File: src/rtl/serial_frame_rx.sv
// Serial framed-word receiver: start bit, DATA_W data bits LSB first,
// optional parity bit (enabled by defining PARITY_EN), then a stop bit.
// Each good word is presented on q_data/q_valid through a 1-entry buffer.
module serial_frame_rx #(
  parameter int DATA_W = 8
) (
  input  logic              clk,
  input  logic              rst,
  input  logic              d,
  output logic [DATA_W-1:0] q_data,
  output logic              q_valid,
  input  logic              q_ready,
  output logic              frame_err,
  output logic              par_err,
  output logic              overrun
);

  localparam int CW = (DATA_W > 1) ? $clog2(DATA_W) : 1;

  typedef enum logic [1:0] {
    IDLE = 2'd0,
    DATA = 2'd1,
    PAR  = 2'd2,
    STOP = 2'd3
  } state_t;

  state_t            state_q, state_d;
  logic [CW-1:0]     cnt_q, cnt_d;
  logic [DATA_W-1:0] shreg_q, shreg_d;
  logic [DATA_W-1:0] q_data_q, q_data_d;
  logic              q_valid_q, q_valid_d;
  logic              frame_err_q, frame_err_d;
  logic              overrun_q, overrun_d;
  logic              par_ok;
  logic              word_good;

`ifdef PARITY_EN
  logic par_q, par_d;
  logic par_err_q, par_err_d;

  // Even parity: the parity bit equals the XOR of the data bits.
  assign par_ok  = ((^shreg_q) == par_q);
  assign par_err = par_err_q;

  // Parity sample and parity error pulse registers.
  always_ff @(posedge clk or posedge rst) begin
    if (rst) begin
      par_q     <= 1'b0;
      par_err_q <= 1'b0;
    end else begin
      par_q     <= par_d;
      par_err_q <= par_err_d;
    end
  end

  // Capture the parity bit in PAR; flag a mismatch on the STOP edge.
  always_comb begin
    par_d     = par_q;
    par_err_d = 1'b0;
    if (state_q == PAR) begin
      par_d = d;
    end
    if (state_q == STOP) begin
      par_err_d = ~par_ok;
    end
  end
`else
  assign par_ok  = 1'b1;
  assign par_err = 1'b0;
`endif

  // A word is good when its stop bit is 0 and parity (if any) matches.
  assign word_good = (state_q == STOP) && !d && par_ok;

  // State and datapath registers.
  always_ff @(posedge clk or posedge rst) begin
    if (rst) begin
      state_q     <= IDLE;
      cnt_q       <= '0;
      shreg_q     <= '0;
      q_data_q    <= '0;
      q_valid_q   <= 1'b0;
      frame_err_q <= 1'b0;
      overrun_q   <= 1'b0;
    end else begin
      state_q     <= state_d;
      cnt_q       <= cnt_d;
      shreg_q     <= shreg_d;
      q_data_q    <= q_data_d;
      q_valid_q   <= q_valid_d;
      frame_err_q <= frame_err_d;
      overrun_q   <= overrun_d;
    end
  end

  // Next-state, deserializer and output-buffer logic.
  always_comb begin
    state_d     = state_q;
    cnt_d       = cnt_q;
    shreg_d     = shreg_q;
    q_data_d    = q_data_q;
    q_valid_d   = q_valid_q;
    frame_err_d = 1'b0;
    overrun_d   = overrun_q;

    case (state_q)
      IDLE: begin
        if (d) begin
          state_d = DATA;
          cnt_d   = '0;
        end
      end
      DATA: begin
        shreg_d[cnt_q] = d;
        if (cnt_q == CW'(DATA_W - 1)) begin
`ifdef PARITY_EN
          state_d = PAR;
`else
          state_d = STOP;
`endif
        end else begin
          cnt_d = cnt_q + CW'(1);
        end
      end
      PAR: begin
        state_d = STOP;
      end
      STOP: begin
        // A 1 here is a framing error, never a new start bit.
        frame_err_d = d;
        state_d     = IDLE;
      end
      default: begin
        state_d = IDLE;
      end
    endcase

    // Output buffer: load when empty or being drained this edge,
    // otherwise drop the new word and latch overrun.
    if (word_good) begin
      if (!q_valid_q || q_ready) begin
        q_data_d  = shreg_q;
        q_valid_d = 1'b1;
      end else begin
        overrun_d = 1'b1;
      end
    end else if (q_valid_q && q_ready) begin
      q_valid_d = 1'b0;
    end
  end

  assign q_data    = q_data_q;
  assign q_valid   = q_valid_q;
  assign frame_err = frame_err_q;
  assign overrun   = overrun_q;

endmodule
File: config.mk
export PLATFORM = sky130hd
export DESIGN_NAME = serial_frame_rx
export DESIGN_NICKNAME = d
export VERILOG_FILES = /design/src/rtl/serial_frame_rx.sv
export SDC_FILE = /design/constraint.sdc
export NUM_CORES = 1
export LEC_CHECK = 0
export ABC_AREA = 1
export ABC_CLOCK_PERIOD_IN_PS = 2100
export BUFFER_PORTS_ARGS = -buffer_cell sky130_fd_sc_hd__buf_2
export CAP_MARGIN = 20
export CORE_ASPECT_RATIO = 0.5
export CORE_MARGIN = 2
export CORE_UTILIZATION = 42
export CTS_CLUSTER_DIAMETER = 80
export DETAILED_ROUTE_END_ITERATION = 7
export PLACE_DENSITY = 0.71
export SYNTH_ARGS = -nofsm -noshare
export SYNTH_HDL_FRONTEND = slang
export SYNTH_SLANG_ARGS = --single-unit
File: constraint.sdc
create_clock -name clk -period 2.1 [get_ports clk]
set_input_delay 0.105 -clock clk [delete_from_list [all_inputs] [get_ports clk]]
set_output_delay 0.105 -clock clk [all_outputs]
set_load 0.02 [all_outputs]
### Word level (Yosys, flattened, before mapping)

Cells that the tools add are included.

* mux-type cells: 13
* reduce and logical (&&, ||, !) cells: 14
* add/subtract/negate cells: 1
* $lt $le $gt $ge: 2
* bitwise gates (word level): 1
* eq/ne operators: 8

Operators by type and width (count)
* 8-bit bitwise mux: 1
* 2-bit case mux with 4 select lines: 1
* 2-bit AND reduction: 4
* 3-bit 2-to-1 mux: 2
* 2-bit != test (second input constant): 3
* 3-bit case mux with 2 select lines: 1
* 1-bit 2-to-1 mux: 5
* 2-bit == test (second input constant): 2
* 3-bit by 4-bit less-than comparator with 1-bit output (second input constant): 1
* 2-bit 2-to-1 mux: 2
* 2-bit nonzero test: 2
* 3-bit by 1-bit adder with 3-bit output (second input constant): 1
* 1-bit demux with 3-bit select: 1
* 3-bit == test (second input constant): 1
* 3-bit by 1-bit greater-or-equal comparator with 1-bit output (second input constant): 1
* 1-bit logical AND: 3
* 3-bit AND reduction: 1
* 2-bit by 1-bit == test with 1-bit output (second input constant): 1
* 1-bit zero test: 2
* 2-bit zero test: 1
* 2-bit by 1-bit != test with 1-bit output (second input constant): 1
* 1-bit logical OR: 1
* 1-bit NOT: 1

* bits of input ports: 4
* logic and storage cells: 46
* register bits after elaboration: 24
* output and inout bits: 12

### Longest topological paths before layout

* word-level depth: 5
* mapped depth: 7
* gate-level depth less buffers: 7

### Least setup slack after synthesis

Ideal clock, no wire load.

* path type: flip-flop to flip-flop
* start: register cnt_q[0]
* end: register cnt_q[0]
* stages on the path, launching flop included: 8
* data arrival time: 1.166 ns
* buffers on the path: 0
* clock period less this slack: 1.231 ns
* library setup time: 0.065 ns
* setup slack: 0.869 ns
* cells stage by stage: dfrtp_1 ha_1 ha_1 inv_1 nand2_1 nand2_1 nand3_1 nand2_1

* word-level cells in the longest chain between the ends: 3
* elaborated cells between the ends (all ways): 6
* those cells by class: add/sub: 1; eq/ne: 2; mux: 2; reduce/logical: 1

RTL lines
* from (decl): line 28 `logic [CW-1:0] cnt_q, cnt_d;`
* from (signal assigned): line 87 `cnt_q <= cnt_d;`
* 3-bit by 1-bit adder with 3-bit output or 3-bit == test (tied branches): line 122, 115
* 3-bit 2-to-1 mux or 2-bit != test (tied branches)
* 3-bit case mux with 2 select lines or 3-bit AND reduction (tied branches)

Parallel ways exist; a longest one is shown, timed or not. The select of a mux whose other input is x is not followed.
A chain may end at the register's enable or synchronous reset.

### Final worst setup path

* start: register state_q[1]
* end: register shreg_q[6]

* word-level cells in the longest chain between the ends: 1

RTL lines
* from (decl): line 27 `state_t state_q, state_d;`
* from (signal assigned): line 86 `state_q <= state_d;`
* 2-bit by 1-bit == test with 1-bit output: line 106 `case (state_q)`
* to (signal assigned): line 88 `shreg_q <= shreg_d;`
* to (decl): line 29 `logic [DATA_W-1:0] shreg_q, shreg_d;`

Every way passes these cells.

==> results.md <==
* Status: complete, no violations
* Gr usage total at 14.7%
* Drt first-iter violations at 35
* Critical Path End: shreg_q[6]
* Clock Latency Late Sink at 270 ps
* Die area at 3230 µm²
* Diodes inserted at 0
* Post-CTS Hold Buffers at 0
* Register-to-register setup slack at 670 ps
* Area added between synthesis and finish at 15.5%
* FF-to-FF Start: state_q[1]
* Post-synthesis cell type count at 18
* Gr ovfl total at 0
* Top-area cell type share of the netlist area at 51.7%
* CP most frequent cell: nand2_1
* Nets at 161
* Post-synth top cells: nand2_1, dfrtp_1, inv_1
* Vias in the first global route at 728
* Final Hold Viols at 0
* Core region area at 2620 µm²
* Ys Warns at 0
* Fin util at 51.2%
* Root buffer cell: clkbuf_8
* CTS buffer count at 3
* Initial antenna violation count at 0
* Synthesized flop and latch total at 24
* I/O pins at 16
* Clock Tree Buf Depth at 2
* Register area share after synthesis at 51.7%
* Leak at 0.736 nW
* Top_reg_cell synth: dfrtp_1
* Post-DRT Antenna Nets at 0
* VDD IR-drop max at 444 µV
* Setup bufs post-CTS at 0
* Slew @ Worst Pin at 862 ps
* Routed len/inst at 10.7 µm
* R2R Path End: shreg_q[6]
* Tot Pwr at 2.03 mW
* Clock sink count at 24
* Highest clock rate at 699 MHz
* CP max-delay cell: dfrtp_1
* Final wirelength at 2010 µm
* PostCTS Resize Cnt at 0
* Synth top area cells: dfrtp_1, nand2_1, nand3_1
* Async SR Flop Fraction at 100%
* GP Congestion at 0.751
* Worst Path Arrival at 1580 ps
* Syn Nets at 143
* DR vias at 864
* Port bufs at 14
* Placed Area at 1270 µm²
* Design Area, Final at 1340 µm²
* First drt pass iteration count at 4
* DIE HEIGHT at 41.2 µm
* Worst setup EP type: flop
* Clock-pin transition on the worst setup and hold timing paths at 80 ps
* CTS tree: built
* Remaining DRCs at 0
* Crit-path max FO at 7
* Total power divided by cell area at 1510 nW/µm²
* Crit path time final at 1430 ps
* First-pass GRT wire length at 3320 µm
* Top-count cell post-synth: nand2_1
* CP Launch Type: flop
* Max incr delay on CP at 400 ps
* Relative slew slack at 42.4%
* Vias per Instance at 4.60
* Non-filler instance count after layout at 188
* Clock Skew at 5.45 ps
* Post-Syn Area per Cell at 8.67 µm²
* R2R cell count at 7
* Post-synth EDFFs at 0
* Final TNS setup at 0 ps
* Worst path cell trace: inv_1, ha_1, inv_2, nor2_4, nand2_1, nand2_1, o21ai_1
* Fin. max-slew vios at 0
* Initial Util at 44.3%
* CTS HTree Levels at 1
* Final worst-path cycle share at 68.1%
* Worst hold path type: in2async
* Hpwl dp at 1490 µm
* Placed cell count at 184
* Cell count after synthesis at 134
* Worst Path Required at 2250 ps
* Final setup fails at 0
* Critical path class: reg2reg
* RSZ-0062 raised after global routing: no
* Worst setup path startpoint: state_q[1]
* Leading area contributor after synthesis: dfrtp_1
* Fillers at 237
* Synthesized cell area at 1160 µm²
* Die width at 78.4 µm
* FP Rows at 13
* Number of max-cap violations at 0
* Largest net degree at the start of global routing at 25
* Layout cells sized above 1 at 18.5%
registers in the layout, indices dropped and copies added, names as in the netlist:
register	count
overrun	1
q_valid	1
shreg_q	8
cnt_q	3
frame_err	1
q_data	8
state_q	2
layout by cell type, fill, tap and decap left out, types with 2 or more instances in the layout:
cell type  Yosys  routed
dfrtp_1       24      24
buf_2          0      14
nand2_4        2       2
ha_1           5       5
nor2_1         4       4
o21ai_1        2       2
nand2_1       53      53
o21ai_2        2       2
nand3_1       13      13
inv_1         16      16
o21ai_0        4       4
clkbuf_8       0       3
nor2_4         2       2
cell families (layout without fill, tap and decap cells):
logic type,Yosys count,after routing,share of synthesized area (%)
compound gates,9,9,4.74
other cells,1,1,0.323
flops,24,24,51.7
buf+inv,19,36,6.68
fa+ha+maj,5,5,5.39
simple gates,76,76,31.1
stage by stage:
| step | hold WS, ps | setup WS [ps] |
|---|---|---|
| 3_5_place_dp | 344 | 748 |
| 4_1_cts | 48.6 | 674 |
| 2_1_floorplan | 120 | 869 |
| 6_report | 7.87 | 670 |
| 3_3_place_gp | 333 | 767 |
| 5_1_grt | 87.6 | 590 |
critical path, delay by kind of cell, from the launching register on:
family | cells | cell delay (ps)
fa+ha+maj | 1 | 280
simple gates | 3 | 390
buf+inv | 2 | 180
flops | 1 | 400
compound gates | 1 | 70
per-layer routing:
layer / part of all wire, % / track usage [%]
met2: 44 / 23.3
met4: 1.3 / 7.02
met3: 4.3 / 5.95
met1: 50 / 18.3
met5: 0 / 0
final cells by class:
type,count,area (µm²),area share [%]
tap,37,46.3,3.45
inverter,18,70.1,5.22
multi-input combinational,91,483,36.0
sequential,24,601,44.8
clock buffer,3,41.3,3.08
clock inverter,1,30.0,2.24
timing repair buffer,14,70.1,5.22
worst min-delay path by stage:
stage               cells past startpoint  slack, ps         end
finish                                  2          8   q_data[0]
global route                            2         90  shreg_q[7]
CTS                                     2         50   q_data[0]
detailed placement                      2        340   q_data[0]
global placement                        2        330   q_data[0]
floorplan                               1        120    cnt_q[0]
power breakdown:
part	leakage, nW	internal, mW	total, mW	switching [mW]
Sequential	0.280	0.652	0.779	0.127
Combinational	0.421	0.296	0.854	0.558
Clock	0.0357	0.255	0.399	0.144
No activity file was read; power rests on OpenSTA's default activity.
